### config.mk
export PLATFORM = sky130hd
export DESIGN_NAME = ir_sensor_conditioner
export DESIGN_NICKNAME = d
export VERILOG_FILES = /design/src/rtl/ir_cond_pkg.sv /design/src/rtl/ir_debounce.sv /design/src/rtl/ir_sensor_conditioner.sv
export SDC_FILE = /design/constraint.sdc
export NUM_CORES = 1
export LEC_CHECK = 0
export ABC_AREA = 1
export CORE_ASPECT_RATIO = 0.75
export CORE_MARGIN = 2
export CORE_UTILIZATION = 53
export CTS_CLUSTER_DIAMETER = 30
export DETAILED_ROUTE_END_ITERATION = 10
export PLACE_DENSITY = 0.71
export SYNTH_ARGS = -nofsm -noshare
export SYNTH_HDL_FRONTEND = slang
export SYNTH_SLANG_ARGS = --single-unit
### constraint.sdc
create_clock -name clk -period 3.16 [get_ports clk]
set_clock_uncertainty 0.15 [all_clocks]
set_input_delay 0.79 -clock clk [delete_from_list [all_inputs] [get_ports clk]]
set_output_delay 0.79 -clock clk [all_outputs]
set_load 0.05 [all_outputs]
### src/rtl/ir_cond_pkg.sv
`default_nettype none
// ============================================================================
// Module   : ir_cond_pkg
// Brief    : Shared types, encodings and defaults for the IR sensor conditioner
// Revision : 1.0 - initial release
// ============================================================================
package ir_cond_pkg;

    localparam int c_DEBOUNCE_CYCLES_DEFAULT = 1000;
    localparam int c_LOST_TIMEOUT_DEFAULT    = 50000;

    typedef enum logic [1:0] {
        ST_ON_LINE = 2'd0,
        ST_SEARCH  = 2'd1,
        ST_LOST    = 2'd2
    } state_t;

    localparam logic [1:0] c_DIR_CENTRE = 2'b00;
    localparam logic [1:0] c_DIR_LEFT   = 2'b01;
    localparam logic [1:0] c_DIR_RIGHT  = 2'b10;

    // Pattern bit 2 is the left sensor; only single-sensor patterns are unambiguous.
    function automatic logic [1:0] next_dir(input logic [2:0] pattern, input logic [1:0] cur);
        case (pattern)
            3'b100:  return c_DIR_LEFT;
            3'b001:  return c_DIR_RIGHT;
            3'b010:  return c_DIR_CENTRE;
            default: return cur;
        endcase
    endfunction

endpackage
`default_nettype wire

### src/rtl/ir_debounce.sv
`default_nettype none
// ============================================================================
// Module   : ir_debounce
// Brief    : Two-flop synchronizer, persistence counter and filtered level flop
// Revision : 1.0 - initial release
// ============================================================================
module ir_debounce #(
    parameter int DEBOUNCE_CYCLES = 1000
) (
    input  logic clk,
    input  logic rst,
    input  logic i_raw,
    output logic o_level,
    output logic o_accept
);

    localparam int                 c_CNT_W    = $clog2(DEBOUNCE_CYCLES);
    localparam logic [c_CNT_W-1:0] c_CNT_LAST = c_CNT_W'(DEBOUNCE_CYCLES - 1);

    logic               r_sync1;
    logic               r_sync2;
    logic               r_level;
    logic [c_CNT_W-1:0] r_cnt;
    logic               w_mismatch;
    logic               w_accept;

    assign w_mismatch = (r_sync2 != r_level);
    assign w_accept   = w_mismatch && (r_cnt == c_CNT_LAST);

    always_ff @(posedge clk) begin
        if (rst) begin
            r_sync1 <= 1'b0;
            r_sync2 <= 1'b0;
            r_level <= 1'b0;
            r_cnt   <= '0;
        end else begin
            r_sync1 <= i_raw;
            r_sync2 <= r_sync1;
            if (!w_mismatch) begin
                r_cnt <= '0;
            end else if (w_accept) begin
                r_level <= r_sync2;
                r_cnt   <= '0;
            end else begin
                r_cnt <= r_cnt + c_CNT_W'(1);
            end
        end
    end

    assign o_level  = r_level;
    assign o_accept = w_accept;

endmodule
`default_nettype wire

### src/rtl/ir_sensor_conditioner.sv
`default_nettype none
// ============================================================================
// Module   : ir_sensor_conditioner
// Brief    : Debounces three IR line sensors and tracks line position / loss
// Revision : 1.0 - initial release
// ============================================================================
module ir_sensor_conditioner
    import ir_cond_pkg::*;
#(
    parameter int DEBOUNCE_CYCLES = c_DEBOUNCE_CYCLES_DEFAULT,
    parameter int LOST_TIMEOUT    = c_LOST_TIMEOUT_DEFAULT
) (
    input  logic       clk,
    input  logic       rst,
    input  logic       ir_sensor1,
    input  logic       ir_sensor2,
    input  logic       ir_sensor3,
    output logic       ir_sensor1_f,
    output logic       ir_sensor2_f,
    output logic       ir_sensor3_f,
    output logic       pattern_chg,
    output logic [1:0] last_dir,
    output logic       line_lost
);

    localparam int                   c_TIMER_W    = $clog2(LOST_TIMEOUT);
    localparam logic [c_TIMER_W-1:0] c_TIMER_LAST = c_TIMER_W'(LOST_TIMEOUT - 1);

    logic [2:0]           w_raw;
    logic [2:0]           w_pattern;
    logic [2:0]           w_accept;
    logic                 w_zero;
    state_t               r_state;
    state_t               w_state_next;
    logic [c_TIMER_W-1:0] r_timer;
    logic [c_TIMER_W-1:0] w_timer_next;
    logic                 w_line_lost_next;
    logic                 r_line_lost;
    logic                 r_pattern_chg;
    logic [1:0]           r_last_dir;

    // Bit 2 = left (sensor1), bit 0 = right (sensor3).
    assign w_raw = {ir_sensor1, ir_sensor2, ir_sensor3};

    generate
        for (genvar i = 0; i < 3; i++) begin : g_sensor
            ir_debounce #(
                .DEBOUNCE_CYCLES(DEBOUNCE_CYCLES)
            ) u_debounce (
                .clk     (clk),
                .rst     (rst),
                .i_raw   (w_raw[i]),
                .o_level (w_pattern[i]),
                .o_accept(w_accept[i])
            );
        end
    endgenerate

    assign w_zero = (w_pattern == 3'b000);

    always_ff @(posedge clk) begin
        if (rst) begin
            r_pattern_chg <= 1'b0;
            r_last_dir    <= c_DIR_CENTRE;
        end else begin
            r_pattern_chg <= |w_accept;
            r_last_dir    <= next_dir(w_pattern, r_last_dir);
        end
    end

    always_ff @(posedge clk) begin
        if (rst) begin
            r_state     <= ST_SEARCH;
            r_timer     <= '0;
            r_line_lost <= 1'b0;
        end else begin
            r_state     <= w_state_next;
            r_timer     <= w_timer_next;
            r_line_lost <= w_line_lost_next;
        end
    end

    // The timer holds at its last value in LOST so it can never wrap.
    always_comb begin
        w_state_next = r_state;
        w_timer_next = r_timer;
        case (r_state)
            ST_ON_LINE: begin
                if (w_zero) begin
                    w_state_next = ST_SEARCH;
                    w_timer_next = '0;
                end
            end
            ST_SEARCH: begin
                if (!w_zero) begin
                    w_state_next = ST_ON_LINE;
                    w_timer_next = '0;
                end else if (r_timer == c_TIMER_LAST) begin
                    w_state_next = ST_LOST;
                end else begin
                    w_timer_next = r_timer + c_TIMER_W'(1);
                end
            end
            ST_LOST: begin
                if (!w_zero) begin
                    w_state_next = ST_ON_LINE;
                    w_timer_next = '0;
                end
            end
            default: begin
                w_state_next = ST_SEARCH;
                w_timer_next = '0;
            end
        endcase
    end

    always_comb begin
        w_line_lost_next = (w_state_next == ST_LOST);
    end

    assign ir_sensor1_f = w_pattern[2];
    assign ir_sensor2_f = w_pattern[1];
    assign ir_sensor3_f = w_pattern[0];
    assign pattern_chg  = r_pattern_chg;
    assign last_dir     = r_last_dir;
    assign line_lost    = r_line_lost;

endmodule
`default_nettype wire

; ---- After elaboration in Yosys (flattened, before gate mapping)
; Cells that the tools add are included.
[word_totals]
in_bits = 5
regBits = 61
wordCells = 65
out_inout_bits = 7
[op_classes]
n_mux = 11
eq_ne = 16
bitwise_logic = 3
addsub = 4
reduce_logical = 14
[op_table]
columns = op, n
row1 = $mux 16, 4
row2 = $pmux 16 s3, 1
row3 = $add 10x1->10 const B, 3
row4 = $eq 10x10->1 const B, 3
row5 = $add 16x1->16 const B, 1
row6 = $eq 16x16->1 const B, 1
row7 = $pmux 2 s3, 2
row8 = $reduce_or 3->1, 4
row9 = $mux 2, 4
row10 = $reduce_and 2->1, 3
row11 = $eq 2x2->1 const B, 2
row12 = $ne 2x2->1 const B, 2
row13 = $eq 3x1->1 const B, 1
row14 = $eq 3x2->1 const B, 1
row15 = $eq 3x3->1 const B, 1
row16 = $logic_and 1x1->1, 3
row17 = $logic_not 3->1, 1
row18 = $ne 1x1->1, 3
row19 = $ne 3x3->1 const B, 1
row20 = $not 1->1, 3
row21 = $reduce_and 3->1, 1
row22 = $reduce_bool 3->1, 1
row23 = $eq 2x1->1 const B, 1
row24 = $logic_not 2->1, 1

; ---- Depth between registers and ports, before layout
; Gate-level depths: netlist of the first run.
[depth]
word_depth = 5
ltp_mapped = 12
depth_no_buf = 12

; ---- Modules after synthesis
; Synthesis of the first run repeated with hierarchy kept, for this count alone.
[hier_totals]
cells_unflattened = 463
hier_area_um2 = 3165.5
[by_module_without_submodules]
columns = mod, area_per_inst_um2, instances, cells_per_inst, seq_area_each_um2
row1 = ir_debounce, 613.1, 3, 86, 260.2
row2 = ir_sensor_conditioner, 1326.3, 1, 205, 440.4

; ---- Least setup slack after synthesis of the first run
; OpenSTA, ideal clock, no wires.
[synth_timing]
path_type = register to register
start = reg g_sensor[1].u_debounce.r_level
end = reg r_timer[4]
period_less_slack_ns = 1.817
stages_incl_launch_ff = 9
required_ns = 2.895
arrival_ns = 1.552
setup_time_ns = 0.115
n_path_buf = 0
slack_ns = 1.343
path_cell_list = dfxtp_1 -> inv_1 -> nand3_4 -> nor3b_4 -> nand2_2 -> nand2_4 -> nand2_1 -> nand2_1 -> and2_1
[synth_via]
elab_chain_len = 3
elab_cells_between_ends = 7
classes_between = eq/ne: 3 / mux: 2 / reduce/logical: 2
[synth_lines]
columns = item, line_no
row1 = "start, declared", ir_debounce.sv:22  ; logic r_level;
row2 = "start signal, assigned", ir_debounce.sv:42  ; r_level <= r_sync2;
row3 = $logic_not 3->1 *, ir_sensor_conditioner.sv:59  ; assign w_zero = (w_pattern == 3'b000);
row4 = $ne 3x3->1 (no line) (tied with other cells), --
row5 = $reduce_and 3->1 (no line) or $pmux 16 s3 (tied branches), --
row6 = "end signal, assigned", ir_sensor_conditioner.sv:78  ; r_timer <= w_timer_next;
row7 = "end, declared", ir_sensor_conditioner.sv:35  ; logic [c_TIMER_W-1:0] r_timer;
; Every way passes the cells marked *; elsewhere a longest branch is shown, timed or not.
; A chain may end at the register's enable or synchronous reset.

; ---- Final worst setup path of the first run
[layout_timing]
start = reg g_sensor[2].u_debounce.r_level
end = out ir_sensor1_f
[layout_lines]
columns = item, line_no
row1 = "start, declared", ir_debounce.sv:22
row2 = "start signal, assigned", ir_debounce.sv:42
row3 = "end, declared", ir_sensor_conditioner.sv:18  ; output logic ir_sensor1_f,
; No word-level cell between the ends.

==> flow_metrics.py, run 1 <==
metrics = {
    "worst_setup_path": {
        "cpMaxStageDelayCell": "clkdlybuf4s50_1",
        "timing.rr.end": "r_timer[4]$_SDFFE_PP0P_",
        "startpoint_type": "flop",
        "worst-path-buf-inv": 1,
        "critPathKind": "flop to primary output",
        "rr_worst_depth": 10,
        "arrival_ps": 1590,
        "cp_cell_sequence": "clkdlybuf4s50_1",
        "slowest_delay_ps": 840,
        "endpoint_kind": "primary output",
        "crit_path_max_fanout": 4,
        "cp.required_ps": 2220,
        "r2r-start": "r_timer[0]$_SDFFE_PP0P_",
        "r2r_slack_ps": 1130,
        "path_delay_family": "buffers and inverters",
        "worst-path-stages": 1,
    },
    "final_layout": {
        "drive_gt1_frac": 0.0849,
        "area_growth_pct": 13.5,
        "num-nets-final": 428,
        "final_common_cell": "nand2_1",
        "insertedDiodeCount": 0,
        "layout_common_cells": "nand2_1, dfxtp_1, inv_1, nor2_1, nand3_1",
    },
    "placement": {
        "place.gp.congestion": 0.891,
        "dp_hpwl_um": 4160,
        "placement.io_buffers": 11,
    },
    "routing": {
        "dr.pass1.iters": 4,
        "met1_length_um": 3060,
        "met3_length_um": 181,
        "routed_via_density": 5.05,
        "vias": 2519,
        "ant_nets": 0,
        "dr.first_iter.drc_count": 101,
        "top_layer": "met4",
        "wl_per_cell_um": 11.5,
        "finalWirelength_um": 5730,
        "drc": 0,
        "routed-wl-met2_um": 2400,
    },
    "clock_tree": {
        "ctsResizeCount": 0,
        "tritoncts": "yes",
        "numCtsBuffers": 9,
        "hold_buffers": 0,
        "clock_path_buffers": 2,
        "path_clk_slew_ps": 70,
        "h-tree-depth": 3,
        "cts_root_buf": "clkbuf_8",
        "clkLatencyLatePin_ps": 340,
        "post_cts.repair.setup_buffers": 0,
        "clkSinkCount": 61,
    },
    "sta": {
        "setup_viol": 0,
        "post-route-period-util": 0.802,
        "period_needed_ps": 2530,
        "drv_slew": 0,
        "fmax_ghz": 0.395,
        "slew_headroom": 0.578,
        "setup_tns_ps": 0,
        "rsz0062_at_grt": "no",
        "hold_violations": 0,
        "tightestPinTransition_ps": 628,
    },
    "power_and_ir_drop": {
        "pwr-share-comb": 0.024,
        "power_frac_seq": 0.503,
        "p_per_area_mw_per_mm2": 474,
        "power_frac_clock": 0.474,
        "internal_power_mw": 1.23,
        "net-switching-power_mw": 0.325,
        "p_leak_nw": 1.27,
        "peakVddDrop_mv": 0.425,
        "power_mw": 1.56,
        "p_sw_frac": 0.209,
    },
    "flow_run": {
        "maxCapViolations": 0,
    },
    "floorplan": {
        "die_h_um": 68.0,
        "die-area_sq_mm": 0.00608,
        "die_x_um": 89.4,
        "num_rows": 23,
        "initial_core_util": 0.547,
        "ios": 12,
        "fp.coreArea_sq_mm": 0.00530,
    },
    "yosys": {
        "synth.area.top_cells": "dfxtp_1, nand2_1, inv_1, nor2_1, nand3_1",
        "yosysUniqueCellTypes": 38,
        "avgSynthCellArea_sq_um": 7.24,
        "synth_top_area_share": 0.422,
        "ys_warn_count": 0,
        "synth_cells": 400,
        "ys_ff_latch": 61,
        "synth_largest_area_cell": "dfxtp_1",
        "ys_seq_area_frac": 0.422,
        "synth_nets": 409,
        "synth_area_sq_mm": 0.00290,
    },
    "worst_hold_path": {
        "worstHoldPathCells": 2,
        "worstHoldPathType": "flop to flop",
        "hold-path-endpoint": "g_sensor[2].u_debounce.r_sync2$_SDFF_PP0_",
        "hold_start": "g_sensor[2].u_debounce.r_sync1$_SDFF_PP0_",
    },
    "status": {
        "status": "completed",
    },
    "global_route": {
        "first_global_vias": 2341,
        "grt_util_all_layers": 0.220,
        "grt_pass1_wl_um": 10300,
        "grt_overflow": 0,
        "antenna_found_initial": 0,
        "grt_max_degree": 19,
    },
}
-- metal layers --
layer	GRT usage	vias up
met4	0.0784	0
li1	-	1354
met3	0.0579	9
met2	0.335	24
met5	0	-
met1	0.301	1132
-- kinds of logic (layout without fill, tap and decap cells) --
logic type | count (synthesis) | count (layout) | share of synthesized area
buffers and inverters | 61 | 85 | 0.0829
AO/OA/AOI/OAI | 48 | 48 | 0.0963
adder cells (fa/ha/maj) | 4 | 4 | 0.0173
XOR/XNOR | 8 | 8 | 0.0242
flip-flops | 61 | 61 | 0.422
AND/OR/NAND/NOR | 218 | 218 | 0.358
-- cell usage after synthesis --
master	n
a21boi_1	1
a21oi_1	24
a21oi_2	4
a31o_2	1
a31oi_1	2
and2_1	2
and3_1	3
buf_1	1
buf_8	1
clkbuf_1	2
clkinv_1	1
dfxtp_1	61
ha_1	4
inv_1	55
inv_2	1
nand2_1	71
nand2_2	6
nand2_4	1
nand3_1	31
nand3_2	1
nand3_4	1
nand3b_1	2
nand4_1	12
nor2_1	51
nor2_2	2
nor3_1	24
nor3b_1	4
nor3b_4	1
nor4_1	3
nor4_2	1
o211ai_1	1
o21ai_0	9
o21ai_1	1
o21bai_1	4
o31ai_1	1
or2_2	2
xnor2_1	6
xor2_1	2
-- registers in the layout, indices dropped and copies added (netlist names) --
signal,count
r_state,2
g_sensor.u_debounce.r_sync1,3
line_lost,1
pattern_chg,1
g_sensor.u_debounce.r_cnt,30
g_sensor.u_debounce.o_level,3
last_dir,2
g_sensor.u_debounce.r_sync2,3
r_timer,16
-- worst max path at each step --
| stage | slack (ps) | from | end |
|---|---|---|---|
| 3_3_place_gp | 730 | rst | g_sensor[2].u_debounce.r_cnt[9]$_SDFF_PP0_ |
| 2_1_floorplan | 1340 | g_sensor[1].u_debounce.o_level$_SDFFE_PP0P_ | r_timer[4]$_SDFFE_PP0P_ |
| 4_1_cts | 610 | g_sensor[2].u_debounce.o_level$_SDFFE_PP0P_ | ir_sensor1_f |
| 3_5_place_dp | 690 | rst | g_sensor[2].u_debounce.r_cnt[9]$_SDFF_PP0_ |
| 6_report | 630 | g_sensor[2].u_debounce.o_level$_SDFFE_PP0P_ | ir_sensor1_f |
| 5_1_grt | 580 | g_sensor[2].u_debounce.o_level$_SDFFE_PP0P_ | ir_sensor1_f |
-- power by group through the flow --
stage	clock network, mW	logic, mW	registers (mW)
global route	0.788	0.0424	0.784
CTS	0.758	0.0370	0.783
finish	0.738	0.0369	0.783
floorplan	0	0.0257	0.799
global placement	0	0.0360	0.800
detailed placement	0	0.0369	0.800
-- layout make-up --
type | count | area (sq um)
Inverter | 57 | 214
Clock inverter | 5 | 75.1
Fill cell | 503 | 2010
Sequential cell | 61 | 1220
Multi-Input combinational cell | 278 | 1440
Clock buffer | 11 | 131
Tap cell | 75 | 93.8
Timing Repair Buffer | 12 | 118
-- stage by stage --
stage | hold WS (ps) | setup slack [ps] | instance area, sq um | util | std cells
floorplan | 238 | 1340 | 2900 | - | 400
global placement | 249 | 727 | 3080 | 0.582 | 483
detailed placement | 251 | 693 | 3080 | 0.582 | 483
CTS | 261 | 611 | 3290 | 0.621 | 499
global route | 273 | 581 | 3290 | 0.621 | 499
finish | 254 | 626 | 3290 | 0.621 | 499
Note: power is estimated with default switching activity, not from simulation.
==> run 2, diff against run 1 <==
- PLACE_DENSITY: 0.71 -> 0.74
- clock period: 3.16 -> 2.1 ns (I/O delays scaled with it)
==> flow_metrics.py, run 2 (synthesis results as in run 1) <==
metrics = {
    "placement": {
        "placement.io_buffers": 11,
        "place_area_sq_mm": 0.00312,
        "dp_hpwl_um": 4340,
        "place.gp.congestion": 0.885,
        "post-place-ws_ps": 59.7,
    },
    "routing": {
        "dr.pass1.iters": 5,
        "ant_nets": 0,
        "dr.first_iter.drc_count": 162,
        "vias": 2613,
        "drc": 0,
        "wl_per_cell_um": 11.7,
        "routed_via_density": 5.16,
        "finalWirelength_um": 5940,
    },
    "clock_tree": {
        "clkSinkCount": 61,
        "tritoncts": "yes",
        "h-tree-depth": 3,
        "path_clk_slew_ps": 70,
        "clock_path_buffers": 2,
        "clkLatencyLatePin_ps": 340,
        "numCtsBuffers": 9,
        "cts_root_buf": "clkbuf_8",
        "post_cts.repair.setup_buffers": 0,
    },
    "global_route": {
        "first_global_vias": 2400,
        "grt_overflow": 0,
        "grt_max_degree": 16,
        "grt_pass1_wl_um": 10300,
        "grt_util_all_layers": 0.222,
        "antenna_found_initial": 0,
    },
    "sta": {
        "hold_violations": 0,
        "period_needed_ps": 1940,
        "rsz0062_at_grt": "no",
        "setup_ws_ps": 159,
        "post-route-period-util": 0.924,
        "fmax_ghz": 0.515,
        "drv_slew": 0,
        "setup_tns_ps": 0,
        "slew_headroom": 0.616,
        "tightestPinTransition_ps": 574,
        "setup_viol": 0,
    },
    "power_and_ir_drop": {
        "p_leak_nw": 1.31,
        "peakVddDrop_mv": 0.520,
        "power_mw": 2.28,
        "p_per_area_mw_per_mm2": 687,
    },
    "final_layout": {
        "multiInputGateArea_sq_mm": 0.00144,
        "layout_common_cells": "nand2_1, dfxtp_1, inv_1, nor2_1, nand3_1",
        "num-nets-final": 435,
        "largestRegisters": "g_sensor.u_debounce.r_cnt: 30 flops, r_timer: 16 flops",
        "largest_register_ffs": 30,
        "nFillCells": 499,
        "area_growth_pct": 14.3,
        "finalInstanceArea_sq_mm": 0.00331,
        "insertedDiodeCount": 0,
        "final_common_cell": "nand2_1",
        "drive_gt1_frac": 0.118,
        "regMostFlops": "g_sensor.u_debounce.r_cnt",
        "register_area_sq_mm": 0.00122,
    },
    "worst_setup_path": {
        "cp.required_ps": 2240,
        "r2r_slack_ps": 160,
        "slowest_delay_ps": 370,
        "arrival_ps": 2080,
        "startpoint_type": "flop",
        "cpMaxStageDelayCell": "dfxtp_1",
        "endpoint_kind": "flop",
        "crit_path_max_fanout": 15,
        "critPathKind": "flop to flop",
        "cp_cell_sequence": "ha_2 > nand3_2 > nor2_1 > nand2_1 > nand2_2 > nand2_2 > nand2_4 > nand2_1 > nand2_1 > and2_1",
        "cpMostUsedCell": "nand2_1",
    },
    "floorplan": {
        "die_h_um": 68.0,
        "num_rows": 23,
        "die-area_sq_mm": 0.00608,
        "die_x_um": 89.4,
        "fp.coreArea_sq_mm": 0.00530,
        "initial_core_util": 0.547,
        "ios": 12,
    },
    "worst_hold_path": {
        "worstHoldPathType": "flop to flop",
    },
    "status": {
        "status": "completed",
    },
    "flow_run": {
        "maxCapViolations": 0,
    },
}
## run 2: final timing paths
kind	start	cells after the start	to
worst max-delay path	r_timer[0]$_SDFFE_PP0P_	10	r_timer[8]$_SDFFE_PP0P_
worst min-delay path	g_sensor[2].u_debounce.r_sync1$_SDFF_PP0_	2	g_sensor[2].u_debounce.r_sync2$_SDFF_PP0_
worst max register to register	r_timer[0]$_SDFFE_PP0P_	10	r_timer[8]$_SDFFE_PP0P_
worst min register to register	g_sensor[2].u_debounce.r_sync1$_SDFF_PP0_	2	g_sensor[2].u_debounce.r_sync2$_SDFF_PP0_
## run 2: worst max-delay path, delay by kind of cell, from the launching register on
family	cells	cell delay, ps
flip-flops	1	370
AND/OR/NAND/NOR	9	1070
adder cells (fa/ha/maj)	1	280
## run 2: final cells by class
type,instances,area share
Multi-Input combinational cell,278,0.434
Sequential cell,61,0.369
Inverter,57,0.0646
Timing Repair Buffer,19,0.0461
Clock buffer,12,0.0438
Tap cell,75,0.0283
Clock inverter,4,0.0144
## run 2: what timing repair did
action | 4_1_cts | 5_1_grt
resized for setup | 0 | 1
hold buffers | 0 | 0
setup endpoints to repair | 0 | 5
## run 2: per-stage QoR
step / util / cells / hold WS (ps)
floorplan: - / 400 / 238
global placement: 0.589 / 490 / 243
detailed placement: 0.589 / 490 / 242
CTS: 0.625 / 506 / 247
global route: 0.625 / 506 / 267
finish: 0.625 / 506 / 245
## run 2: metal layers
metal	wire [um]	vias up	GRT usage
met3	341	11	0.0869
met2	2530	67	0.346
li1	-	1364	-
met5	0	-	0
met1	2960	1171	0.279
met4	101	0	0.0840
## run 2: power breakdown
| part | internal, mW | switching [mW] | total, mW |
|---|---|---|---|
| combinational | 0.0289 | 0.0339 | 0.0628 |
| sequential | 1.17 | 0.00967 | 1.18 |
| clock | 0.577 | 0.458 | 1.03 |
| total | 1.78 | 0.501 | 2.28 |
==> run 3, diff against run 2 <==
- CORE_UTILIZATION: 53 -> 40
- PLACE_DENSITY: 0.74 -> not set
==> flow_metrics.py, run 3 (synthesis results as in run 1) <==
metrics = {
    "clock_tree": {
        "clock_path_buffers": 2,
        "cts_root_buf": "clkbuf_8",
        "h-tree-depth": 3,
        "clkSinkCount": 61,
        "numCtsBuffers": 9,
        "tritoncts": "yes",
        "hold_buffers": 0,
        "ctsResizeCount": 0,
        "path_clk_slew_ps": 70,
        "clkLatencyLatePin_ps": 330,
        "post_cts.repair.setup_buffers": 0,
    },
    "worst_setup_path": {
        "rr_worst_depth": 10,
        "startpoint_type": "flop",
        "cp.required_ps": 2220,
        "timing.rr.end": "r_timer[13]$_SDFFE_PP0P_",
        "endpoint_kind": "flop",
        "arrival_ps": 2040,
        "r2r_slack_ps": 180,
        "crit_path_max_fanout": 12,
        "critPathKind": "flop to flop",
        "r2r-start": "r_timer[0]$_SDFFE_PP0P_",
    },
    "worst_hold_path": {
        "hold_start": "g_sensor[2].u_debounce.r_sync1$_SDFF_PP0_",
        "worstHoldPathType": "flop to flop",
        "worstHoldPathCells": 2,
        "hold-path-endpoint": "g_sensor[2].u_debounce.r_sync2$_SDFF_PP0_",
    },
    "placement": {
        "place.gp.congestion": 0.878,
        "placement.io_buffers": 11,
        "place_inst": 514,
        "dp_hpwl_um": 4500,
        "place_area_sq_mm": 0.00315,
    },
    "floorplan": {
        "die_h_um": 77.7,
        "fp.coreArea_sq_mm": 0.00690,
        "ios": 12,
        "num_rows": 26,
        "die-area_sq_mm": 0.00795,
        "initial_core_util": 0.420,
        "die_x_um": 102,
    },
    "global_route": {
        "grt_max_degree": 16,
        "antenna_found_initial": 0,
        "grt_overflow": 0,
        "grt_util_all_layers": 0.168,
        "grt_pass1_wl_um": 10500,
        "first_global_vias": 2353,
    },
    "routing": {
        "dr.pass1.iters": 4,
        "finalWirelength_um": 6010,
        "routed_via_density": 4.86,
        "ant_nets": 0,
        "dr.first_iter.drc_count": 110,
        "vias": 2577,
        "drc": 0,
        "wl_per_cell_um": 11.3,
    },
    "sta": {
        "slew_headroom": 0.577,
        "fmax_ghz": 0.522,
        "post-route-period-util": 0.912,
        "setup_viol": 0,
        "tightestPinTransition_ps": 628,
        "hold_violations": 0,
        "drv_slew": 0,
        "rsz0062_at_grt": "no",
        "period_needed_ps": 1920,
    },
    "power_and_ir_drop": {
        "power_mw": 2.26,
        "peakVddDrop_mv": 0.472,
        "p_per_area_mw_per_mm2": 675,
        "p_leak_nw": 1.31,
    },
    "final_layout": {
        "finalInstanceArea_sq_mm": 0.00335,
        "largestRegisters": "g_sensor.u_debounce.r_cnt: 30 flops, r_timer: 16 flops",
        "regMostFlops": "g_sensor.u_debounce.r_cnt",
        "insertedDiodeCount": 0,
        "largest_register_ffs": 30,
        "drive_gt1_frac": 0.125,
        "stdcell_count": 530,
        "final_util": 0.486,
        "layout_common_cells": "nand2_1, dfxtp_1, inv_1, nor2_1, nand3_1",
        "final_common_cell": "nand2_1",
        "area_growth_pct": 15.6,
        "num-nets-final": 436,
    },
    "flow_run": {
        "maxCapViolations": 0,
    },
    "status": {
        "status": "completed",
    },
}
==> run 3: cell count changes in the layout (fill, tap and decap cells not counted), sizes merged <==
cell | previous run | this run
clkbuf | 12 | 10
clkinv | 3 | 4
clkinvlp | 1 | 2
buf | 15 | 16
==> run 3: stage by stage <==
step	setup WS [ps]	setup TNS (ps)	hold WS [ps]
2_1_floorplan	283	0	238
3_3_place_gp	-16.7	-48.4	258
3_5_place_dp	-62.5	-271	254
4_1_cts	108	0	270
5_1_grt	44.9	0	293
6_report	184	0	260
==> run 3: metal layers <==
| layer | vias to the layer above | track usage | wire [um] |
|---|---|---|---|
| li1 | 1367 | - | - |
| met5 | - | 0 | 0 |
| met2 | 53 | 0.226 | 2350 |
| met1 | 1139 | 0.242 | 3270 |
| met4 | 0 | 0.0853 | 154 |
| met3 | 18 | 0.0495 | 229 |
==> run 3: cell type report <==
type	instances	area, sq um
clock buffers	10	128
clock inverters	6	63.8
fillers	704	3550
inverters	57	214
multi-input cells	278	1440
flip-flops and latches	61	1220
well taps	98	123
repair buffers	20	160
==> run 3: worst max-delay path by stage <==
| stage | start | endpoint | slack [ps] |
|---|---|---|---|
| final | r_timer[0]$_SDFFE_PP0P_ | r_timer[13]$_SDFFE_PP0P_ | 180 |
| after global routing | r_timer[0]$_SDFFE_PP0P_ | r_timer[12]$_SDFFE_PP0P_ | 40 |
| after CTS | r_timer[1]$_SDFFE_PP0P_ | r_timer[14]$_SDFFE_PP0P_ | 110 |
| after detailed placement | rst | g_sensor[0].u_debounce.r_cnt[7]$_SDFF_PP0_ | -60 |
| after global placement | rst | g_sensor[1].u_debounce.r_cnt[9]$_SDFF_PP0_ | -20 |
| after floorplan | g_sensor[1].u_debounce.o_level$_SDFFE_PP0P_ | r_timer[4]$_SDFFE_PP0P_ | 280 |
==> run 3: report_power, final <==
group,internal (mW),switching (mW),leakage [nW]
registers,1.17,0.00908,0.493
logic,0.0298,0.0347,0.722
clock network,0.546,0.473,0.0923
total,1.74,0.517,1.31
==> run 3: critical path, cell delays in order, from the launching register on <==
cell and delay [ps]:
dfxtp_1 360, ha_2 250, nand3_2 100, nor2_1 160
nand2_1 100, nand2_2 80, nand2_2 110, nand2_4 180
buf_4 160, nand2_1 60, a21oi_2 120
